## config.mk

```make
export PLATFORM = sky130hd
export DESIGN_NAME = mem_dma
export DESIGN_NICKNAME = d
export VERILOG_FILES = /design/src/rtl/mem_dma.sv
export SDC_FILE = /design/constraint.sdc
export NUM_CORES = 1
export LEC_CHECK = 0
export CAP_MARGIN = 20
export CORE_MARGIN = 2
export CORE_UTILIZATION = 40
export CTS_CLUSTER_DIAMETER = 80
export CTS_CLUSTER_SIZE = 12
export DETAILED_ROUTE_END_ITERATION = 7
export PLACE_DENSITY_LB_ADDON = 0.15
export SETUP_SLACK_MARGIN = 0.05
export SYNTH_ARGS = -nofsm -noshare
export SYNTH_HDL_FRONTEND = slang
export SYNTH_SLANG_ARGS = --single-unit
```

## constraint.sdc

```tcl
create_clock -name i_clk -period 4.3 [get_ports i_clk]
set_input_delay 0.86 -clock i_clk [delete_from_list [all_inputs] [get_ports i_clk]]
set_output_delay 0.86 -clock i_clk [all_outputs]
set_load 0.1 [all_outputs]
```

## src/rtl/mem_dma.sv

```systemverilog
// Block-copy / fill initiator for the 256x8 synchronous-read RAM port.
// Honours the one-cycle read latency by alternating read and write cycles during a copy.
module mem_dma #(
    parameter int ADDR_W = 8,
    parameter int DATA_W = 8
) (
    input  logic              i_clk,
    input  logic              i_rst,
    input  logic              i_start,
    input  logic              i_mode,
    input  logic [ADDR_W-1:0] i_src,
    input  logic [ADDR_W-1:0] i_dst,
    input  logic [ADDR_W:0]   i_len,
    input  logic [DATA_W-1:0] i_fill,
    output logic              o_busy,
    output logic              o_done,
    output logic [ADDR_W-1:0] o_mem_addr,
    output logic [DATA_W-1:0] o_mem_data_write,
    output logic              o_mem_write_enable,
    input  logic [DATA_W-1:0] i_mem_data_read
);

    // state | meaning
    // IDLE  | waiting for i_start; CPU owns the RAM port
    // RD    | copy: present src+k, data returns next cycle
    // WR    | copy: write returned byte to dst+k
    // FILL  | fill: write fill byte to dst+k
    // DONE  | one-cycle completion pulse
    typedef enum logic [2:0] {
        S_IDLE,
        S_RD,
        S_WR,
        S_FILL,
        S_DONE
    } state_t;

    state_t state_q, state_d;

    logic [ADDR_W-1:0] src_q;
    logic [ADDR_W-1:0] dst_q;
    logic [ADDR_W:0]   len_q;
    logic [DATA_W-1:0] fill_q;
    logic [ADDR_W:0]   k_q;
    logic [ADDR_W:0]   k_inc;
    logic              last;

    assign k_inc = k_q + {{ADDR_W{1'b0}}, 1'b1};
    assign last  = (k_inc == len_q);

    always_ff @(posedge i_clk) begin
        if (i_rst) begin
            state_q <= S_IDLE;
            src_q   <= '0;
            dst_q   <= '0;
            len_q   <= '0;
            fill_q  <= '0;
            k_q     <= '0;
        end else begin
            state_q <= state_d;
            if (state_q == S_IDLE && i_start) begin
                src_q  <= i_src;
                dst_q  <= i_dst;
                len_q  <= i_len;
                fill_q <= i_fill;
                k_q    <= '0;
            end else if (state_q == S_WR || state_q == S_FILL) begin
                k_q <= k_inc;
            end
        end
    end

    // Address sums drop the carry so both bases wrap modulo the RAM size.
    always_comb begin
        state_d            = state_q;
        o_busy             = 1'b0;
        o_done             = 1'b0;
        o_mem_addr         = '0;
        o_mem_data_write   = '0;
        o_mem_write_enable = 1'b0;
        case (state_q)
            S_IDLE: begin
                if (i_start) begin
                    if (i_len == '0)
                        state_d = S_DONE;
                    else if (i_mode)
                        state_d = S_FILL;
                    else
                        state_d = S_RD;
                end
            end
            S_RD: begin
                o_busy     = 1'b1;
                o_mem_addr = src_q + k_q[ADDR_W-1:0];
                state_d    = S_WR;
            end
            S_WR: begin
                o_busy             = 1'b1;
                o_mem_addr         = dst_q + k_q[ADDR_W-1:0];
                o_mem_data_write   = i_mem_data_read;
                o_mem_write_enable = 1'b1;
                state_d            = last ? S_DONE : S_RD;
            end
            S_FILL: begin
                o_busy             = 1'b1;
                o_mem_addr         = dst_q + k_q[ADDR_W-1:0];
                o_mem_data_write   = fill_q;
                o_mem_write_enable = 1'b1;
                state_d            = last ? S_DONE : S_FILL;
            end
            S_DONE: begin
                o_done  = 1'b1;
                state_d = S_IDLE;
            end
            default: state_d = S_IDLE;
        endcase
    end

endmodule

```

[Yosys cells after proc, flatten, opt, wreduce, memory -nomap -nowiden]
Cells that the tools add are included.
Storage, ports and cells
  bits in registers: 45
  latch bits: 0
  bits in writable memories: 0
  bits in read-only memories: 0
  input port bits: 45
  output and inout port bits: 19
  word-level logic and storage cells: 33
  memories kept: 0
Operators by class
  add/sub/neg operators: 3
  $mul: 0
  div/mod/pow operators: 0
  magnitude comparators: 0
  equal/unequal tests: 6
  shift-type cells: 0
  mux-type cells: 11
  bitwise logic cells: 0
  reduce and logical (&&, ||, !) cells: 7
Operator list (count)
  $pmux 8 s2: 2
  $add 8x8->8: 2
  $mux 3: 4
  $pmux 3 s4: 1
  $add 9x1->9 const B: 1
  $eq 9x9->1: 1
  $logic_not 9->1: 1
  $eq 3x2->1 const B: 2
  $reduce_or 2->1: 2
  $eq 3x1->1 const B: 1
  $eq 3x3->1 const B: 1
  $logic_not 3->1: 1
  $mux 1: 3
  $reduce_or 3->1: 1
  $mux 2: 1
  $ne 2x2->1 const B: 1
  $logic_and 1x1->1: 1
  $logic_or 1x1->1: 1

[Longest topological paths before layout]
Gate-level depths: netlist (run 1).
  depth in word-level cells: 4
  gate-level depth with buffers: 14
  depth with buffers taken out: 13

[Worst setup path before layout (run 1)]
No wires, ideal clock.
  kind: register to output
  from: register state_q[1]
  to: output port o_mem_addr[7]
  data arrival time: 5.402 ns
  slack: -1.962 ns
  stages on the path, launching flop included: 13
  buffers on the path: 1
  path through: dfxtp_1 -> or2b_2 -> inv_1 -> buf_1 -> nand2_1 -> nand2_1 -> ha_1 -> a21o_1 -> a21oi_1 -> o21ai_0 -> or4_1 -> and3_1 -> nor3_1
On the way
  longest elaborated chain between the ends: 3
  elaborated cells between the ends (all ways): 5
  those cells by class: 3 x eq/ne; 1 x mux; 1 x reduce/logical
Ends and longest elaborated chain
  from (decl): line 37  | state_t state_q, state_d;
  from (signal assigned): line 59  | state_q <= state_d;
  $eq 3x2->1: line 80  | case (state_q)
  $reduce_or 2->1 (no source line)
  $pmux 8 s2 *: line 80
  to (decl): line 17  | output logic [ADDR_W-1:0] o_mem_addr,
Mark *: on every way between the ends. The rest lies on a longest branch, timed or not.

[Final worst setup path (run 1)]
Ends and elaborated chain as after synthesis.

==> qor.csv, run 1 <==
metric,value,unit
worst slew pin tran,0.990,ns
initial antenna violation count,0,
Overall Power,1.14,mW
clock-pin slew on the worst setup and hold paths,0.08,ns
final WL,5840,um
final hold viol count,0,
Fin Clk Skew,0.00302,ns
die area,0.00670,mm^2
Avg Inst Size Synth,7.35,um^2
die height,81.9,um
Clock Root Buffer,clkbuf_8,
number of synthesis warnings,0,
Sw Pwr,0.412,mW
Critical-path top delay cell,or4_1,
Slew HR,33.8,%
Via density,5.06,
drt wl/cell,12.6,um
Global Route Usage Sum,19.5,%
Hold Slack,0.457,ns
Sw Ratio,36.1,%
Max VDD drop,0.192,mV
Hold WC Path Type,reg2reg,
CTS Buf Count,5,
crit path max fanout,23,
share of cells above drive strength 1,11.1,%
syn nets,384,
CTS tree,built,
# H-tree levels,2,
post_cts resized,0,
CP dominant cell by count,nand2_1,
gpl congestion,0.781,
share of the clock period used by the worst path,93.0,%
Worst-Skew Late Latency,0.29,ns
core area,0.00589,mm^2
detailed-route DRC error count,0,
"Hold-fix buffers, CTS",0,
Mapped Cells,330,
clock share of power,25.2,%
Max-cap violations,0,
Final Util,56.0,%
Seq cells post-synth,45,
sequential power share,41.6,%
Comb pwr share,33.2,%
setup TNS,0,ns
unrepaired setup endpoints after global routing,false,
vias in the first global route,2223,
Post-CTS Setup Inserts,0,
CP Cell Sequence,or2b_2 -> buf_4 -> nand2_1 -> nand2_1 -> ha_1 -> a21o_1 -> a21oi_2 -> o21ai_0 -> or4_1 -> and3_1 -> nor3_4 -> buf_12,
Post-synth EDFFs,0,
WP data required,3.44,ns
GR Overflow Total,0,
CTS max path bufs,2,
status,"finished, final reports clean",
dpl hpwl,4390,um
mapped cell area,0.00243,mm^2
min Tclk post-route,4.00,ns
FMAX,0.250,GHz
final setup vio count,0,
First DRT Iteration DRCs,92,
CP peak stage delay,0.43,ns
IO Pins,64,
CP Capture Type,output pin,
largest net degree at the start of global routing,34,
post-synthesis cell type count,36,
Slew Limit Fails,0,
"Arr. time, crit path",3.14,ns
Post-Layout Cell Count,463,
Yosys top cell by area,dfxtp_1,
TritonCTS Sinks,45,
Setup Crit Path Kind,reg2out,
initial core utilization,41.2,%
chip width,81.9,um
final antenna-violating net count,0,
async set-reset flop share out of synthesis,0,%
pwr/cell area,346,mW/mm^2
global-route wire length before repair,10100,um
Inst Count DP,455,
prevailing post-synth register cell,dfxtp_1,
cell internal pwr,0.729,mW
top post-synthesis cells by area,"dfxtp_1 (37%), nand2_1 (15%), a21oi_1 (8.7%)",
Nets,441,
row cnt,28,
area delta synth->final,35.8,%
1st-pass router iterations,4,
PortBufs,63,
sequential share of the synthesized area,37.1,%
Critical Path Start Type,flop,
vias,2342,
P_leak,1.30,nW
top cell type's share of synthesized area,37.1,%
Antenna Cells,0,
==> final timing paths <==
path,from,cells after the start,to,slack [ns]
min,src_q[7],2,src_q[7],0.46
max reg2reg,k_q[0],7,state_q[2],2.05
min reg2reg,src_q[7],2,src_q[7],0.46
max,state_q[1],12,o_mem_addr[7],0.30
==> worst max-delay path, delay by kind of cell, from the launching register on <==
family	cells	cell delay (ns)
flip-flops	1	0.38
buffers and inverters	2	0.43
AO/OA/AOI/OAI	3	0.49
AND/OR/NAND/NOR	6	1.27
adder cells (fa/ha/maj)	1	0.28
==> cell families after synthesis <==
logic type	after synthesis	synth area share, %
buffers and inverters	25	3.92
AO/OA/AOI/OAI	56	12.4
adder cells (fa/ha/maj)	9	4.95
multiplexers	9	3.71
AND/OR/NAND/NOR	164	29.9
flip-flops	45	37.1
XOR/XNOR	22	7.94
==> power by group through the flow <==
stage | sequential (mW) | clock (mW) | combinational (mW)
after floorplan | 0.472 | 0 | 0.273
after global placement | 0.484 | 0 | 0.368
after detailed placement | 0.485 | 0 | 0.381
after CTS | 0.476 | 0.296 | 0.382
after global routing | 0.480 | 0.314 | 0.412
final | 0.475 | 0.288 | 0.379
==> layout by cell type (no fill, tap or decap), types with 2 or more instances in the layout <==
master,n
inv_1,7
nor3_4,3
nor2b_1,2
xor2_1,6
or3_1,3
buf_4,18
nand3_1,3
nand2b_1,3
nor4_1,4
ha_1,8
buf_12,4
clkdlybuf4s50_1,45
nor2_1,24
a21oi_1,41
dfxtp_1,44
and2_1,3
nor3_1,9
clkbuf_8,7
or4_1,2
o21a_1,4
o21ai_0,5
and3_1,2
nor3b_1,2
mux2i_1,9
xnor2_1,16
nand2_1,96
==> state kept, by name (all words and copies together) (netlist names) <==
| signal | cells |
|---|---|
| len_q | 9 |
| dst_q | 8 |
| src_q | 8 |
| k_q | 9 |
| fill_q | 8 |
| state_q | 3 |
==> Yosys cell counts (2+ instances only) <==
library cell	instances
nand2b_1	3
nor4_1	4
dfxtp_1	45
nor3_1	13
o21ai_0	5
nor2b_1	2
xor2_1	6
mux2i_1	9
inv_1	7
nand2_1	96
a21oi_1	42
buf_1	3
clkbuf_1	14
o21a_1	4
or3_1	3
nor2_1	25
ha_1	8
or4_1	2
and2_1	3
nor3b_1	2
xnor2_1	16
and3_1	2
nand3_1	3
==> final cells by class <==
class | count | area, um^2
Clock buffer | 7 | 96.3
Clock inverter | 1 | 5.00
Fill cell | 587 | 2590
Inverter | 7 | 26.3
Multi-Input combinational cell | 260 | 1480
Sequential cell | 45 | 902
Tap cell | 75 | 93.8
Timing Repair Buffer | 68 | 693
==> layer usage <==
metal	wire length, um	vias up	track usage [%]
met5	0	-	0
met4	97	0	6.67
met3	301	8	4.73
met2	2790	54	32.0
met1	2660	1075	25.0
li1	-	1205	-
==> stage by stage <==
step / instance area [um^2] / setup slack (ns)
6_report: 3300 / 0.300
5_1_grt: 3300 / 0.0695
4_1_cts: 3290 / 0.159
3_5_place_dp: 3190 / 0.493
3_3_place_gp: 3160 / 0.594
2_1_floorplan: 2480 / 0.0688
Power figures use the tool's default switching activity.
==> inputs of run 2 (changes only) <==
CORE_UTILIZATION = 49   (was 40)
==> qor.csv, run 2 (synthesis gave the netlist of run 1 again) <==
metric,value,unit
Max-cap violations,0,
dpl hpwl,4370,um
Clock Root Buffer,clkbuf_8,
final hold viol count,0,
Nets,441,
Antenna Cells,0,
Post-DP Area,0.00315,mm^2
Critical-path top delay cell,or4_1,
CTS tree,built,
Inst Count DP,446,
Max VDD drop,0.251,mV
"commonest cells after routing, fill and taps aside","nand2_1 (96), dfxtp_1 (45), clkdlybuf4s50_1 (45)",
Via density,5.18,
worst r2r src,k_q[0],
Final Util,68.4,%
worst setup margin,0.253,ns
Top Registers,"k_q (9), len_q (9)",
share of cells above drive strength 1,10.1,%
die area,0.00553,mm^2
CP Cell Sequence,or2b_2 -> buf_4 -> nand2_1 -> nand2_1 -> ha_1 -> a21o_1 -> a21oi_1 -> o21ai_0 -> or4_1 -> and3_1 -> nor3_4 -> buf_12,
TritonCTS Sinks,45,
share of the clock period used by the worst path,94.1,%
vias in the first global route,2350,
detailed-route DRC error count,0,
Critical Path Start Type,flop,
CP peak stage delay,0.42,ns
CP Capture Type,output pin,
min Tclk post-route,4.05,ns
Fin Clk Skew,0.00705,ns
Bufs and invs on worst path,2,
GR Overflow Total,0,
row cnt,25,
critical path launch point,state_q[1],
PortBufs,63,
Post-Layout Cell Count,454,
pwr/cell area,342,mW/mm^2
IO Pins,64,
family with the most delay on the worst path,simple AND/OR/NAND/NOR gates,
clock-pin slew on the worst setup and hold paths,0.08,ns
core area,0.00475,mm^2
status,"finished, final reports clean",
Global Route Usage Sum,23.5,%
Slew HR,33.4,%
Hold WC Path Type,reg2reg,
final setup vio count,0,
drt wl/cell,12.8,um
area delta synth->final,34.1,%
"Arr. time, crit path",3.19,ns
Setup Crit Path Kind,reg2out,
chip width,74.4,um
1st-pass router iterations,4,
FMAX,0.247,GHz
initial antenna violation count,0,
CTS max path bufs,2,
"Hold-fix buffers, CTS",0,
die height,74.4,um
crit path max fanout,23,
gpl congestion,0.836,
final WL,5830,um
final antenna-violating net count,0,
largest net degree at the start of global routing,34,
WP data required,3.44,ns
First DRT Iteration DRCs,146,
Slew Limit Fails,0,
initial core utilization,51.0,%
hold_sp,dst_q[3],
"commonest non-fill, non-tap cell in the layout",nand2_1,
vias,2351,
finished layout cell area,0.00325,mm^2
global-route wire length before repair,10200,um
unrepaired setup endpoints after global routing,false,
setup TNS,0,ns
# H-tree levels,2,
CTS Buf Count,5,
dpl ws,0.564,ns
CP dominant cell by count,nand2_1,
worst slew pin tran,0.995,ns
P_leak,1.29,nW
Worst-Skew Late Latency,0.29,ns
[run 2: changes by cell type in the layout (fill, tap and decap cells not counted)]
cell      before  now
a21oi_1       41   42
a21oi_2        1    0
buf_16         1    0
buf_8          0    1
clkbuf_1       0    1
clkbuf_8       7    6
clkinv_2       1    0
dfxtp_1       44   45
dfxtp_2        1    0
[run 2: timing repair]
item,CTS,global route
resized for setup,0,1
buffers inserted,0,0
endpoints found under the setup margin,0,1
[run 2: cell type report]
class	instances	area (um^2)
clock buffer	7	86.3
fill	417	1500
tap	67	83.8
timing repair buffer	68	681
multi-input combinational	260	1480
sequential	45	901
inverter	7	26.3
[run 2: worst min-delay path, cell delays in order, from the launching register on]
cell,delay [ns]
dfxtp_1,0.32
nand2_1,0.05
a21oi_1,0.05
[run 2: final timing paths]
kind              slack (ns)  cells after the start       endpoint
hold reg to reg         0.46                      2       dst_q[3]
hold / removal          0.46                      2       dst_q[3]
setup / recovery        0.25                     12  o_mem_addr[7]
setup reg to reg        2.01                      7     state_q[2]
[run 2: stage by stage]
stage	power [mW]	hold slack (ns)
global route	1.16	0.481
floorplan	0.746	0.436
detailed placement	0.856	0.447
global placement	0.850	0.443
finish	1.11	0.458
CTS	1.11	0.459
[run 2: per-layer routing]
metal	global-route usage, %	vias to the layer above	wire, um
met5	0	-	0
met4	9.52	0	123
met3	4.88	10	375
met2	38.2	77	2690
met1	30.5	1061	2640
li1	-	1203	-
[run 2: where the power goes]
part           switching (mW)  internal, mW  total, mW
clock                   0.134         0.128      0.261
combinational           0.242         0.133      0.375
sequential             0.0280         0.447      0.475
total                   0.403         0.708       1.11
